**config.mk**
```make
export PLATFORM = sky130hd
export DESIGN_NAME = opendap_swd_host
export DESIGN_NICKNAME = d
export VERILOG_FILES = /design/src/rtl/opendap_swd_host_pkg.sv /design/src/rtl/opendap_swd_host_clkgen.sv /design/src/rtl/opendap_swd_host.sv
export SDC_FILE = /design/constraint.sdc
export NUM_CORES = 1
export LEC_CHECK = 0
export CAP_MARGIN = 20
export CELL_PAD_IN_SITES_DETAIL_PLACEMENT = 1
export CELL_PAD_IN_SITES_GLOBAL_PLACEMENT = 2
export CORE_MARGIN = 1
export CORE_UTILIZATION = 40
export CTS_BUF_LIST = sky130_fd_sc_hd__clkbuf_2
export DETAILED_ROUTE_END_ITERATION = 10
export PLACE_DENSITY = 0.93
export SYNTH_ARGS = -nofsm -noshare
export SYNTH_HDL_FRONTEND = slang
export SYNTH_SLANG_ARGS = --single-unit
```
**constraint.sdc**
```tcl
create_clock -name clk -period 8.6 [get_ports clk]
set_input_delay 1.72 -clock clk [delete_from_list [all_inputs] [get_ports clk]]
set_output_delay 1.72 -clock clk [all_outputs]
set_load 0.02 [all_outputs]
```
**src/rtl/opendap_swd_host_pkg.sv**
```systemverilog
// Shared definitions for the SWD host: FSM state encoding, ACK codes,
// line-reset lengths, data-phase length and the request-header builder.
package opendap_swd_host_pkg;

  typedef enum logic [3:0] {
    ST_IDLE,
    ST_LRST,
    ST_HDR,
    ST_TRN1,
    ST_ACK,
    ST_TRN2,
    ST_WDATA,
    ST_RDATA,
    ST_TRN3,
    ST_PAD
  } state_t;

  localparam logic [2:0] ACK_OK    = 3'b001;
  localparam logic [2:0] ACK_WAIT  = 3'b010;
  localparam logic [2:0] ACK_FAULT = 3'b100;

  localparam int unsigned LRST_HIGH_CYCLES = 56;
  localparam int unsigned LRST_LOW_CYCLES  = 8;
  localparam int unsigned DATA_CYCLES      = 33;  // 32 data bits + parity

  // Request header, bit 0 is sent first:
  // start, APnDP, RnW, A2, A3, parity, stop, park
  function automatic logic [7:0] swd_header(input logic       ap_ndp,
                                            input logic       r_nw,
                                            input logic [1:0] addr);
    logic par;
    par = ap_ndp ^ r_nw ^ addr[0] ^ addr[1];
    return {1'b1, 1'b0, par, addr[1], addr[0], r_nw, ap_ndp, 1'b1};
  endfunction

endpackage

```
**src/rtl/opendap_swd_host_clkgen.sv**
```systemverilog
// SWCLK divider. swclk_o rests low while en_i is low; while enabled it
// toggles every div_i+1 clk cycles.
//   clk, rst_n : system clock, async active-low reset
//   en_i       : run the divider
//   div_i      : half-period minus one, in clk cycles
//   swclk_o    : SWCLK pin
//   rise_o     : high in the clk cycle whose closing edge takes swclk_o 0->1
//   fall_o     : high in the clk cycle whose closing edge takes swclk_o 1->0
module opendap_swd_clkgen (
  input  logic       clk,
  input  logic       rst_n,
  input  logic       en_i,
  input  logic [7:0] div_i,
  output logic       swclk_o,
  output logic       rise_o,
  output logic       fall_o
);

  logic [7:0] cnt_q;
  logic       swclk_q;
  logic       tick;

  assign tick    = en_i && (cnt_q == div_i);
  assign rise_o  = tick && !swclk_q;
  assign fall_o  = tick && swclk_q;
  assign swclk_o = swclk_q;

  always_ff @(posedge clk or negedge rst_n) begin
    if (!rst_n) begin
      cnt_q   <= '0;
      swclk_q <= 1'b0;
    end else if (!en_i) begin
      cnt_q   <= '0;
      swclk_q <= 1'b0;
    end else if (tick) begin
      cnt_q   <= '0;
      swclk_q <= ~swclk_q;
    end else begin
      cnt_q   <= cnt_q + 8'd1;
    end
  end

endmodule

```
**src/rtl/opendap_swd_host.sv**
```systemverilog
// SWD host: runs one SWD transfer (or a line reset) per accepted command.
//   clk, rst_n              : system clock, async active-low reset
//   clk_div                 : SWCLK half-period = clk_div+1 clk cycles
//   cmd_valid / cmd_ready   : command handshake
//   cmd_linereset           : issue a line reset instead of a transfer
//   cmd_ap_ndp, cmd_r_nw,
//   cmd_addr, cmd_wdata     : header fields and write data
//   rsp_valid               : one-clk completion pulse
//   rsp_ack, rsp_rdata,
//   rsp_perr                : ACK (bit 0 first received), read data, parity error
//   swclk_o, swdo, swdo_en  : SWD pins (drive side)
//   swdi                    : SWDIO input, already synchronised
module opendap_swd_host
  import opendap_swd_host_pkg::*;
#(
  parameter int unsigned IDLE_CYCLES = 2  // must be >= 1
) (
  input  logic        clk,
  input  logic        rst_n,
  input  logic [7:0]  clk_div,
  input  logic        cmd_valid,
  output logic        cmd_ready,
  input  logic        cmd_linereset,
  input  logic        cmd_ap_ndp,
  input  logic        cmd_r_nw,
  input  logic [1:0]  cmd_addr,
  input  logic [31:0] cmd_wdata,
  output logic        rsp_valid,
  output logic [2:0]  rsp_ack,
  output logic [31:0] rsp_rdata,
  output logic        rsp_perr,
  output logic        swclk_o,
  output logic        swdo,
  output logic        swdo_en,
  input  logic        swdi
);

  state_t      state_q, state_d;
  logic [5:0]  bitcnt_q, bitcnt_d;
  logic [7:0]  div_q, hdr_q, hdr_cur;
  logic        r_nw_q;
  logic [31:0] wdata_q;
  logic [2:0]  ack_sh_q;
  logic [31:0] rd_sh_q;
  logic        rpar_q;
  logic        swdo_q, swdo_en_q;
  logic        rsp_valid_q, rsp_perr_q;
  logic [2:0]  rsp_ack_q;
  logic [31:0] rsp_rdata_q;
  logic        busy, rise, fall, accept, done;
  logic        drv_val, drv_en;

  assign busy      = (state_q != ST_IDLE);
  assign cmd_ready = (state_q == ST_IDLE);
  assign accept    = cmd_valid && (state_q == ST_IDLE);
  assign swdo      = swdo_q;
  assign swdo_en   = swdo_en_q;
  assign rsp_valid = rsp_valid_q;
  assign rsp_ack   = rsp_ack_q;
  assign rsp_rdata = rsp_rdata_q;
  assign rsp_perr  = rsp_perr_q;

  opendap_swd_clkgen u_clkgen (
    .clk     (clk),
    .rst_n   (rst_n),
    .en_i    (busy),
    .div_i   (div_q),
    .swclk_o (swclk_o),
    .rise_o  (rise),
    .fall_o  (fall)
  );

  function automatic logic [5:0] last_bit(input state_t s);
    case (s)
      ST_LRST:            return 6'(LRST_HIGH_CYCLES + LRST_LOW_CYCLES - 1);
      ST_HDR:             return 6'd7;
      ST_ACK:             return 6'd2;
      ST_WDATA, ST_RDATA: return 6'(DATA_CYCLES - 1);
      ST_PAD:             return 6'(IDLE_CYCLES - 1);
      default:            return 6'd0;
    endcase
  endfunction

  // Each SWCLK cycle runs fall-to-fall, so states advance on the fall strobe.
  always_comb begin
    state_d  = state_q;
    bitcnt_d = bitcnt_q;
    done     = 1'b0;
    if (accept) begin
      state_d  = cmd_linereset ? ST_LRST : ST_HDR;
      bitcnt_d = '0;
    end else if (fall) begin
      if (bitcnt_q != last_bit(state_q)) begin
        bitcnt_d = bitcnt_q + 6'd1;
      end else begin
        bitcnt_d = '0;
        case (state_q)
          ST_HDR:   state_d = ST_TRN1;
          ST_TRN1:  state_d = ST_ACK;
          ST_ACK:   state_d = (ack_sh_q != ACK_OK) ? ST_TRN3 :
                              (r_nw_q ? ST_RDATA : ST_TRN2);
          ST_TRN2:  state_d = ST_WDATA;
          ST_WDATA: state_d = ST_PAD;
          ST_RDATA: state_d = ST_TRN3;
          ST_TRN3:  state_d = ST_PAD;
          ST_PAD, ST_LRST: begin
            state_d = ST_IDLE;
            done    = 1'b1;
          end
          default:  state_d = ST_IDLE;
        endcase
      end
    end
  end

  // Pin value for the SWCLK cycle about to start. The first header bit is
  // loaded on acceptance (SWCLK is resting low), so the header is built
  // from the live command fields in that cycle.
  always_comb begin
    hdr_cur = accept ? swd_header(cmd_ap_ndp, cmd_r_nw, cmd_addr) : hdr_q;
    drv_val = 1'b0;
    drv_en  = 1'b0;
    case (state_d)
      ST_LRST: begin
        drv_en  = 1'b1;
        drv_val = (bitcnt_d < 6'(LRST_HIGH_CYCLES));
      end
      ST_HDR: begin
        drv_en  = 1'b1;
        drv_val = hdr_cur[bitcnt_d[2:0]];
      end
      ST_WDATA: begin
        drv_en  = 1'b1;
        drv_val = bitcnt_d[5] ? ^wdata_q : wdata_q[bitcnt_d[4:0]];
      end
      ST_PAD:  drv_en = 1'b1;
      default: ;
    endcase
  end

  always_ff @(posedge clk or negedge rst_n) begin
    if (!rst_n) begin
      state_q     <= ST_IDLE;
      bitcnt_q    <= '0;
      div_q       <= '0;
      hdr_q       <= '0;
      r_nw_q      <= 1'b0;
      wdata_q     <= '0;
      ack_sh_q    <= '0;
      rd_sh_q     <= '0;
      rpar_q      <= 1'b0;
      swdo_q      <= 1'b0;
      swdo_en_q   <= 1'b0;
      rsp_valid_q <= 1'b0;
      rsp_ack_q   <= '0;
      rsp_rdata_q <= '0;
      rsp_perr_q  <= 1'b0;
    end else begin
      state_q  <= state_d;
      bitcnt_q <= bitcnt_d;
      if (accept) begin
        div_q   <= clk_div;
        hdr_q   <= swd_header(cmd_ap_ndp, cmd_r_nw, cmd_addr);
        r_nw_q  <= cmd_r_nw;
        wdata_q <= cmd_wdata;
      end
      if (accept || fall) begin
        swdo_q    <= drv_val;
        swdo_en_q <= drv_en;
      end
      if (rise) begin
        if (state_q == ST_ACK) ack_sh_q <= {swdi, ack_sh_q[2:1]};
        if (state_q == ST_RDATA) begin
          if (bitcnt_q[5]) rpar_q  <= swdi;
          else             rd_sh_q <= {swdi, rd_sh_q[31:1]};
        end
      end
      rsp_valid_q <= done;
      if (done) begin
        if (state_q == ST_LRST) begin
          rsp_ack_q   <= '0;
          rsp_rdata_q <= '0;
          rsp_perr_q  <= 1'b0;
        end else begin
          rsp_ack_q <= ack_sh_q;
          if (ack_sh_q == ACK_OK && r_nw_q) begin
            rsp_rdata_q <= rd_sh_q;
            rsp_perr_q  <= rpar_q ^ (^rd_sh_q);
          end else begin
            rsp_rdata_q <= '0;
            rsp_perr_q  <= 1'b0;
          end
        end
      end
    end
  end

endmodule
```
# ---- After elaboration in Yosys (flattened, before gate mapping)
# Index checks and enable logic that the tools add are counted.
dict set report totals {
  regBits 143
  out_inout_bits 41
  elab_cells 98
}
dict set report classes {
  add_sub_neg 2
  magnitude_cmp 3
  n_eq_ne 18
  n_mux 34
  bitwise_logic 6
  n_reduce_logical 18
}
# cell count
set ops {}
lappend ops {{$mux 32} 2}
lappend ops {{$reduce_xor 32->1} 2}
lappend ops {{$mux 6} 5}
lappend ops {{$pmux 6 s5} 1}
lappend ops {{$mux 8} 3}
lappend ops {{$pmux 4 s6} 1}
lappend ops {{$eq 4x3->1 const B} 5}
lappend ops {{$mux 4} 4}
lappend ops {{$eq 4x2->1 const B} 3}
lappend ops {{$eq 4x4->1 const B} 3}
lappend ops {{$mux 1} 12}
lappend ops {{$add 8x1->8 const B} 1}
lappend ops {{$eq 4x1->1 const B} 2}
lappend ops {{$eq 8x8->1} 1}
lappend ops {{$add 6x1->6 const B} 1}
lappend ops {{$lt 5x6->1 const B} 1}
lappend ops {{$lt 6x6->1 const B} 1}
lappend ops {{$ne 6x6->1} 1}
lappend ops {{$reduce_and 3->1} 2}
lappend ops {{$reduce_or 2->1} 3}
lappend ops {{$bmux 1 s5} 1}
lappend ops {{$logic_and 1x1->1} 5}
lappend ops {{$logic_not 4->1} 1}
lappend ops {{$lt 3x4->1 const B} 1}
lappend ops {{other kinds (14)} 19}

# ---- Logic depth before layout (Yosys ltp)
# Gate-level depths: netlist of run 1.
dict set report logic_depth {
  ltp_word 13
  mapped_depth 14
  ltp_nobuf 12
}

# ---- By module
# A second synthesis of run 1 with hierarchy kept.
dict set report hier_totals {
  hier_cells 668
  area_unflattened_um2 6926.6
}
# module instances cells_per_inst area_per_inst_um2
set by_module_without_submodules {}
lappend by_module_without_submodules {opendap_swd_host 1 619 6433.7}
lappend by_module_without_submodules {opendap_swd_clkgen 1 49 493.0}

# ---- Least setup slack after synthesis of run 1
# No wires, ideal clock.
dict set report synth_timing {
  path_kind {input to register}
  start {in cmd_valid}
  end {reg swdo_q (netlist: swdo)}
  setup_ns 0.120
  arrival_ns 3.298
  required_time_ns 8.480
  slack_ns 5.183
  path_stages 10
  path_buffers 2
  cell_sequence {nand2_1 clkbuf_1 nand3_1 nand2_1 buf_4 mux2i_1 nand2_1 a41oi_1 nand4_1 a31o_1}
}
dict set report synth_between {
  elab_chain_cells 6
  word_cells_on_any_way 15
  cone_classes {1 x order compare; 3 x eq/ne; 9 x mux; 2 x reduce/logical}
}
# element line_no
set synth_rtl {}
lappend synth_rtl {{start, declared} opendap_swd_host.sv:21} ;# input logic cmd_valid,
lappend synth_rtl {{$logic_and 1x1->1 (*)} opendap_swd_host.sv:55} ;# assign accept = cmd_valid && (state_q == ST_IDLE);
lappend synth_rtl {{$mux 6 (*)} opendap_swd_host.sv:89} ;# if (accept) begin
lappend synth_rtl {{net bitcnt_d[0]} opendap_swd_host.sv:39} ;# logic [5:0] bitcnt_q, bitcnt_d;
lappend synth_rtl {{$bmux 1 s5} opendap_swd_host.sv:134} ;# drv_val = bitcnt_d[5] ? ^wdata_q : wdata_q[bitcnt_d[4:0]];
lappend synth_rtl {{$mux 1 (implied by the code)} opendap_swd_host.sv:134}
lappend synth_rtl {{$mux 1} opendap_swd_host.sv:134}
lappend synth_rtl {{$pmux 1 s3 (*)} opendap_swd_host.sv:123} ;# case (state_d)
lappend synth_rtl {{end signal, assigned} opendap_swd_host.sv:168} ;# swdo_q <= drv_val;
lappend synth_rtl {{end, declared} opendap_swd_host.sv:46} ;# logic swdo_q, swdo_en_q;
# Mark *: on every way through the listed nets, which the timed path passes. The rest lies on a longest branch. The select of a mux whose other input is x is not followed.
# A chain may end at the register's enable or synchronous reset.

# ---- Worst setup path in the final report of run 1
dict set report layout_timing {
  start {reg state_q[3]}
  end {out cmd_ready}
}
dict set report layout_between {
  elab_chain_cells 1
}
# element line_no
set layout_rtl {}
lappend layout_rtl {{start, declared} opendap_swd_host.sv:38} ;# state_t state_q, state_d;
lappend layout_rtl {{start signal, assigned} opendap_swd_host.sv:159} ;# state_q <= state_d;
lappend layout_rtl {{$logic_not 4->1} opendap_swd_host.sv:54} ;# assign cmd_ready = (state_q == ST_IDLE);
lappend layout_rtl {{end, declared} opendap_swd_host.sv:22} ;# output logic cmd_ready,
# Every way passes these cells.

==> results of run 1 <==
## cell type report
type                       instances  area, sq um  share of cell area [%]
antenna                            1         2.50                  0.0303
clock inverter                    15          145                    1.75
timing repair buffer              95          937                    11.3
clock buffer                      17         85.1                    1.03
sequential                       143         3580                    43.3
multi-input combinational        481         3200                    38.7
inverter                          12         45.0                   0.545
tap                              220          275                    3.33
## state kept, by name, summed over array words and instances, names as in the netlist, 3 cells and up
register and count:
u_clkgen.cnt_q 8, bitcnt_q 6, hdr_q 8, state_q 4, rsp_rdata 32, rsp_ack 3
ack_sh_q 3, wdata_q 32, rd_sh_q 32, div_q 8
## worst paths after layout
path / startpoint / end / slack [ps] / depth (start not counted)
worst max-delay path: state_q[3] / cmd_ready / 4310 / 4
worst max register to register: u_clkgen.cnt_q[4] / swdo / 4510 / 11
worst min-delay path: hdr_q[0] / hdr_q[0] / 520 / 1
max in group asynchronous: rst_n / wdata_q[15] / 6350 / 2
worst min register to register: hdr_q[0] / hdr_q[0] / 520 / 1
min in group asynchronous: rst_n / ack_sh_q[2] / 980 / 1
## cell usage after synthesis (all sizes together) (3+ instances only)
cell type  instances  area (sq um)
nand2            160           601
nor2b              3          18.8
nor2              23          86.3
nand4              3          18.8
o221ai             9          78.8
o211a              3          30.0
a21oi             11          55.1
mux2i             12           120
nand2b             4          25.0
a22o              33           289
inv               12          45.0
dfrtp            143          3580
xor2              22           193
o21ai             13          65.1
mux2              36           405
xnor2             64           561
nor3b              5          37.5
o22ai              8          56.3
nand3             12          60.1
nor4               4          31.3
clkbuf            25          93.8
and3               8          50.1
o211ai             6          45.0
nor3               7          35.0
a211oi             3          22.5
buf               12          52.6
## routing by layer
layer	GRT usage [%]	share of wire (%)	vias up	wire [microns]
met2	35.3	51	102	8650
met3	3.55	3.0	21	506
met5	0	0	-	0
li1	-	-	2492	-
met4	7.77	1.7	0	292
met1	24.9	44	2644	7430
## per-stage QoR
step | cell area [sq um] | worst slack (ps) | total power [mW] | util (%)
6_report | 8270 | 4310 | 2.20 | 49.2
5_1_grt | 8270 | 4060 | 2.37 | 49.2
4_1_cts | 8270 | 4250 | 2.23 | 49.2
3_3_place_gp | 8040 | 4210 | 1.79 | 47.8
3_5_place_dp | 8040 | 4110 | 1.84 | 47.8
2_1_floorplan | 6970 | 5180 | 1.59 | -
## worst max-delay path, cell delays in order (launching register included)
cell and delay, ps:
dfrtp_1 630, nor2_1 220, nand2_1 150, inv_1 160, clkdlybuf4s50_1 630
## power by group
| part | internal, mW | switching, mW |
|---|---|---|
| sequential | 0.801 | 0.176 |
| combinational | 0.410 | 0.424 |
| clock | 0.0931 | 0.297 |
| total | 1.30 | 0.897 |
## cell families after synthesis
kind of cell | Yosys count | synth area share [%]
xor+xnor | 86 | 10.8
compound gates | 107 | 12.4
flops | 143 | 51.4
simple gates | 238 | 14.8
buf+inv | 49 | 2.75
mux | 48 | 7.54
fa+ha+maj | 2 | 0.359
==> impl_metrics.toml, run 1 <==
[outcome]
status = "finished clean"

[drt]
dr.pass1.iters = 4
wl_microns = 16900
ant_nets = 0
viasPerCell = 5.34
wl_per_cell_microns = 17.2
drc = 0
drt_iter0_drc = 196
num_vias = 5259

[critical_path]
required_ps = 6880
crit_type = "reg2out"
cp_max_fo = 16
start_kind = "flop"
critPathCaptureType = "output pin"
worstPathArrival_ps = 2570

[finish]
layout_common_cells = "160 x nand2_1, 143 x dfrtp_1, 88 x clkdlybuf4s50_1, 64 x xnor2_1, 36 x mux2_2"
fill_cells = 1901
nNetsFinal = 801
drive_above_1_share_pct = 11.3
area_growth_pct = 18.7
final_common_cell = "nand2_1"
stdcell_count = 984

[place]
dp_hpwl_microns = 11900
port_buffers = 89
place_inst = 951
globalplace.congestion = 0.856

[die]
die_x_microns = 134
fp.dieH_microns = 134
die-area_sq_mm = 0.0180
num_io_pins = 90
start_util_pct = 41.4
fp-row-count = 47
core_sq_mm = 0.0168

[clock_network]
clk_pin_slew_worst_paths_ps = 260
clockBufferDepth = 2
cts_tree = "built"
cts-buffers-inserted = 17
cts_hold_buf = 0
post_cts_buffers = 0
post_cts_resized = 0
clock_sinks = 143
clk_latency_ps = 780
root_buffer = "clkbuf_2"
htreeDepth = 4

[sta]
period_share_pct = 49.8
hold_viol_final = 0
clock.fmax_mhz = 233
post-route-min-period_ps = 4290
final-setup-viol-count = 0
worst_pin_slew_ps = 969
grt_setup_unrepaired = "false"
hold_ws_ps = 518
setup_tns_ps = 0
final-max-slew-violation-count = 0
skew_ps = 41.4
maxSlewHeadroom_pct = 35.2

[synthesis]
syn_nets = 724
async_reset_ff_share_pct = 100
ys_types = 56
syn_inst = 673
syn-cell-area_sq_mm = 0.00697
synth_seq_cells = 143
seq_area_frac_synth_pct = 51.4
synth_edf_count = 0
syn_avg_cell_area_sq_um = 10.4
synth_flop_cell = "dfrtp_1"
yosys_warnings = 0

[power_and_ir_drop]
leakage_nw = 3.77
max-vdd-ir-drop_v = 0.000178
p_per_area_mw_per_mm2 = 266

[global_route]
antenna_found_initial = 1
grt_overflow = 0
grtUsageTotal_pct = 20.2
grt_pass1_wl_microns = 28300
grt_max_degree = 86
grt_pass1_vias = 5489

[flow_run]
max-cap-violations = 0

[hold_path]
min_path_type = "reg2reg"
Power figures use the tool's default switching activity.
==> inputs of run 2 (changes only) <==
--- a/config.mk
+++ b/config.mk
@@ -9,10 +9,10 @@
 export CELL_PAD_IN_SITES_DETAIL_PLACEMENT = 1
 export CELL_PAD_IN_SITES_GLOBAL_PLACEMENT = 2
 export CORE_MARGIN = 1
-export CORE_UTILIZATION = 40
+export CORE_UTILIZATION = 37
 export CTS_BUF_LIST = sky130_fd_sc_hd__clkbuf_2
 export DETAILED_ROUTE_END_ITERATION = 10
-export PLACE_DENSITY = 0.93
+export PLACE_DENSITY = 0.87
 export SYNTH_ARGS = -nofsm -noshare
 export SYNTH_HDL_FRONTEND = slang
 export SYNTH_SLANG_ARGS = --single-unit
==> constraint.sdc (replaced) <==
create_clock -name clk -period 4.2 [get_ports clk]
set_input_delay 0.84 -clock clk [delete_from_list [all_inputs] [get_ports clk]]
set_output_delay 0.84 -clock clk [all_outputs]
set_load 0.02 [all_outputs]
==> run 2 against run 1 <==
Clock-buffer cell count stayed put. Critical path type is now reg2reg. The run now ends with design-rule violations left. Total power is 110% higher. Final area increased by 1.1%.
==> impl_metrics.toml, run 2 (synthesis results as in run 1) <==
[outcome]
status = "finished with violations"
violations = "design-rule violations"

[sta]
final-setup-viol-count = 0
worst_pin_slew_ps = 775
final-max-slew-violation-count = 0
post-route-min-period_ps = 3750
setup_tns_ps = 0
period_share_pct = 89.3
skew_ps = 38.9
grt_setup_unrepaired = "false"
hold_viol_final = 0
hold_ws_ps = 107
clock.fmax_mhz = 267
maxSlewHeadroom_pct = 48.0
post-route-worst-setup-slack_ps = 450

[place]
place_inst = 964
place_area_sq_mm = 0.00808
globalplace.congestion = 0.786
pre_cts_ws_ps = 528
port_buffers = 89
dp_hpwl_microns = 12200

[clock_network]
clockBufferDepth = 2
cts-buffers-inserted = 17
cts_tree = "built"
clk_pin_slew_worst_paths_ps = 250
post_cts_resized = 0
post_cts_buffers = 0
cts_hold_buf = 0
clk_latency_ps = 730
root_buffer = "clkbuf_2"
htreeDepth = 4
clock_sinks = 143

[critical_path]
cp_slowest_cell = "dfrtp_1"
worstPathCellList = "nor4b_1 -> a21oi_1 -> xnor2_1 -> or3_1 -> a32oi_4 -> inv_2 -> o211a_1 -> a211oi_1 -> nor3_1 -> o311ai_2 -> a31o_1"
critPathMaxStageDelay_ps = 690
start_kind = "flop"
critPathCaptureType = "flop"
crit_type = "reg2reg"
crit_start = "state_q[1]"
required_ps = 4880
worstPathArrival_ps = 4430
reg2reg_from = "state_q[1]"
cp_max_fo = 16

[finish]
layout_common_cells = "159 x nand2_1, 143 x dfrtp_1, 88 x clkdlybuf4s50_1, 64 x xnor2_1, 36 x mux2_2"
fin_area_sq_mm = 0.00836
nNetsFinal = 805
antenna_cells = 0
area_growth_pct = 20.0
stdcell_count = 996
drive_above_1_share_pct = 11.9
final_common_cell = "nand2_1"
utilization_pct = 45.9

[die]
fp.dieH_microns = 139
start_util_pct = 38.3
die-area_sq_mm = 0.0194
die_x_microns = 139
num_io_pins = 90
fp-row-count = 49
core_sq_mm = 0.0182

[global_route]
antenna_found_initial = 0
use_met3_pct = 4.16
grtUsageTotal_pct = 18.9
use_met2_pct = 32.9
grt_pass1_wl_microns = 29200
use_met1_pct = 23.0
grt_max_degree = 83
busiest_layer = "met2"
grt_overflow = 0
grt_pass1_vias = 5699

[drt]
drc = 8
ant_nets = 0
dr.pass1.iters = 7
wl_microns = 16900
wl_per_cell_microns = 17.0
drt_iter0_drc = 195
viasPerCell = 5.24
num_vias = 5220

[power_and_ir_drop]
p_per_area_mw_per_mm2 = 550
leakage_nw = 3.81
max-vdd-ir-drop_v = 0.000292
p_total_mw = 4.59

[hold_path]
min_path_type = "in2async"

[flow_run]
max-cap-violations = 0
==> run 2: changes by cell type in the layout (fill, tap and decap cells not counted), sizes merged <==
cell,before,now
bufinv,0,2
diode,1,0
clkinv,3,1
buf,7,11
==> run 2: routing by layer <==
layer	vias up	share of wire (%)	wire, microns
met5	-	0	0
met4	0	2.2	366
met3	31	3.0	515
met2	103	51	8560
met1	2601	44	7460
li1	2485	-	-
==> run 2: report_power, final <==
part	internal (mW)	switching, mW
clock	0.309	0.592
sequential	1.64	0.357
combinational	0.840	0.855
total	2.79	1.80
==> run 2: final timing paths <==
| check | to | slack (ps) | depth (start not counted) |
|---|---|---|---|
| max | swdo | 450 | 11 |
| min | rsp_rdata[28] | 110 | 1 |
| max reg2reg | swdo | 450 | 11 |
| min reg2reg | hdr_q[2] | 520 | 2 |
| max in group asynchronous | rd_sh_q[6] | 3120 | 2 |
| min in group clk | hdr_q[2] | 520 | 2 |
==> run 2: cell type report <==
class                   count  area [sq um]
clock buffers              17          85.1
clock inverters            15           191
fillers                  1992          9850
inverters                  12          45.0
multi-input cells         481          3210
flip-flops and latches    143          3580
well taps                 229           287
repair buffers             99           967
==> run 2: worst max-delay path: cells and delay by family (launching register included) <==
| family | cells | cell delay (ps) |
|---|---|---|
| compound gates | 6 | 1430 |
| simple gates | 3 | 1170 |
| flops | 1 | 690 |
| xor+xnor | 1 | 230 |
| buf+inv | 1 | 190 |
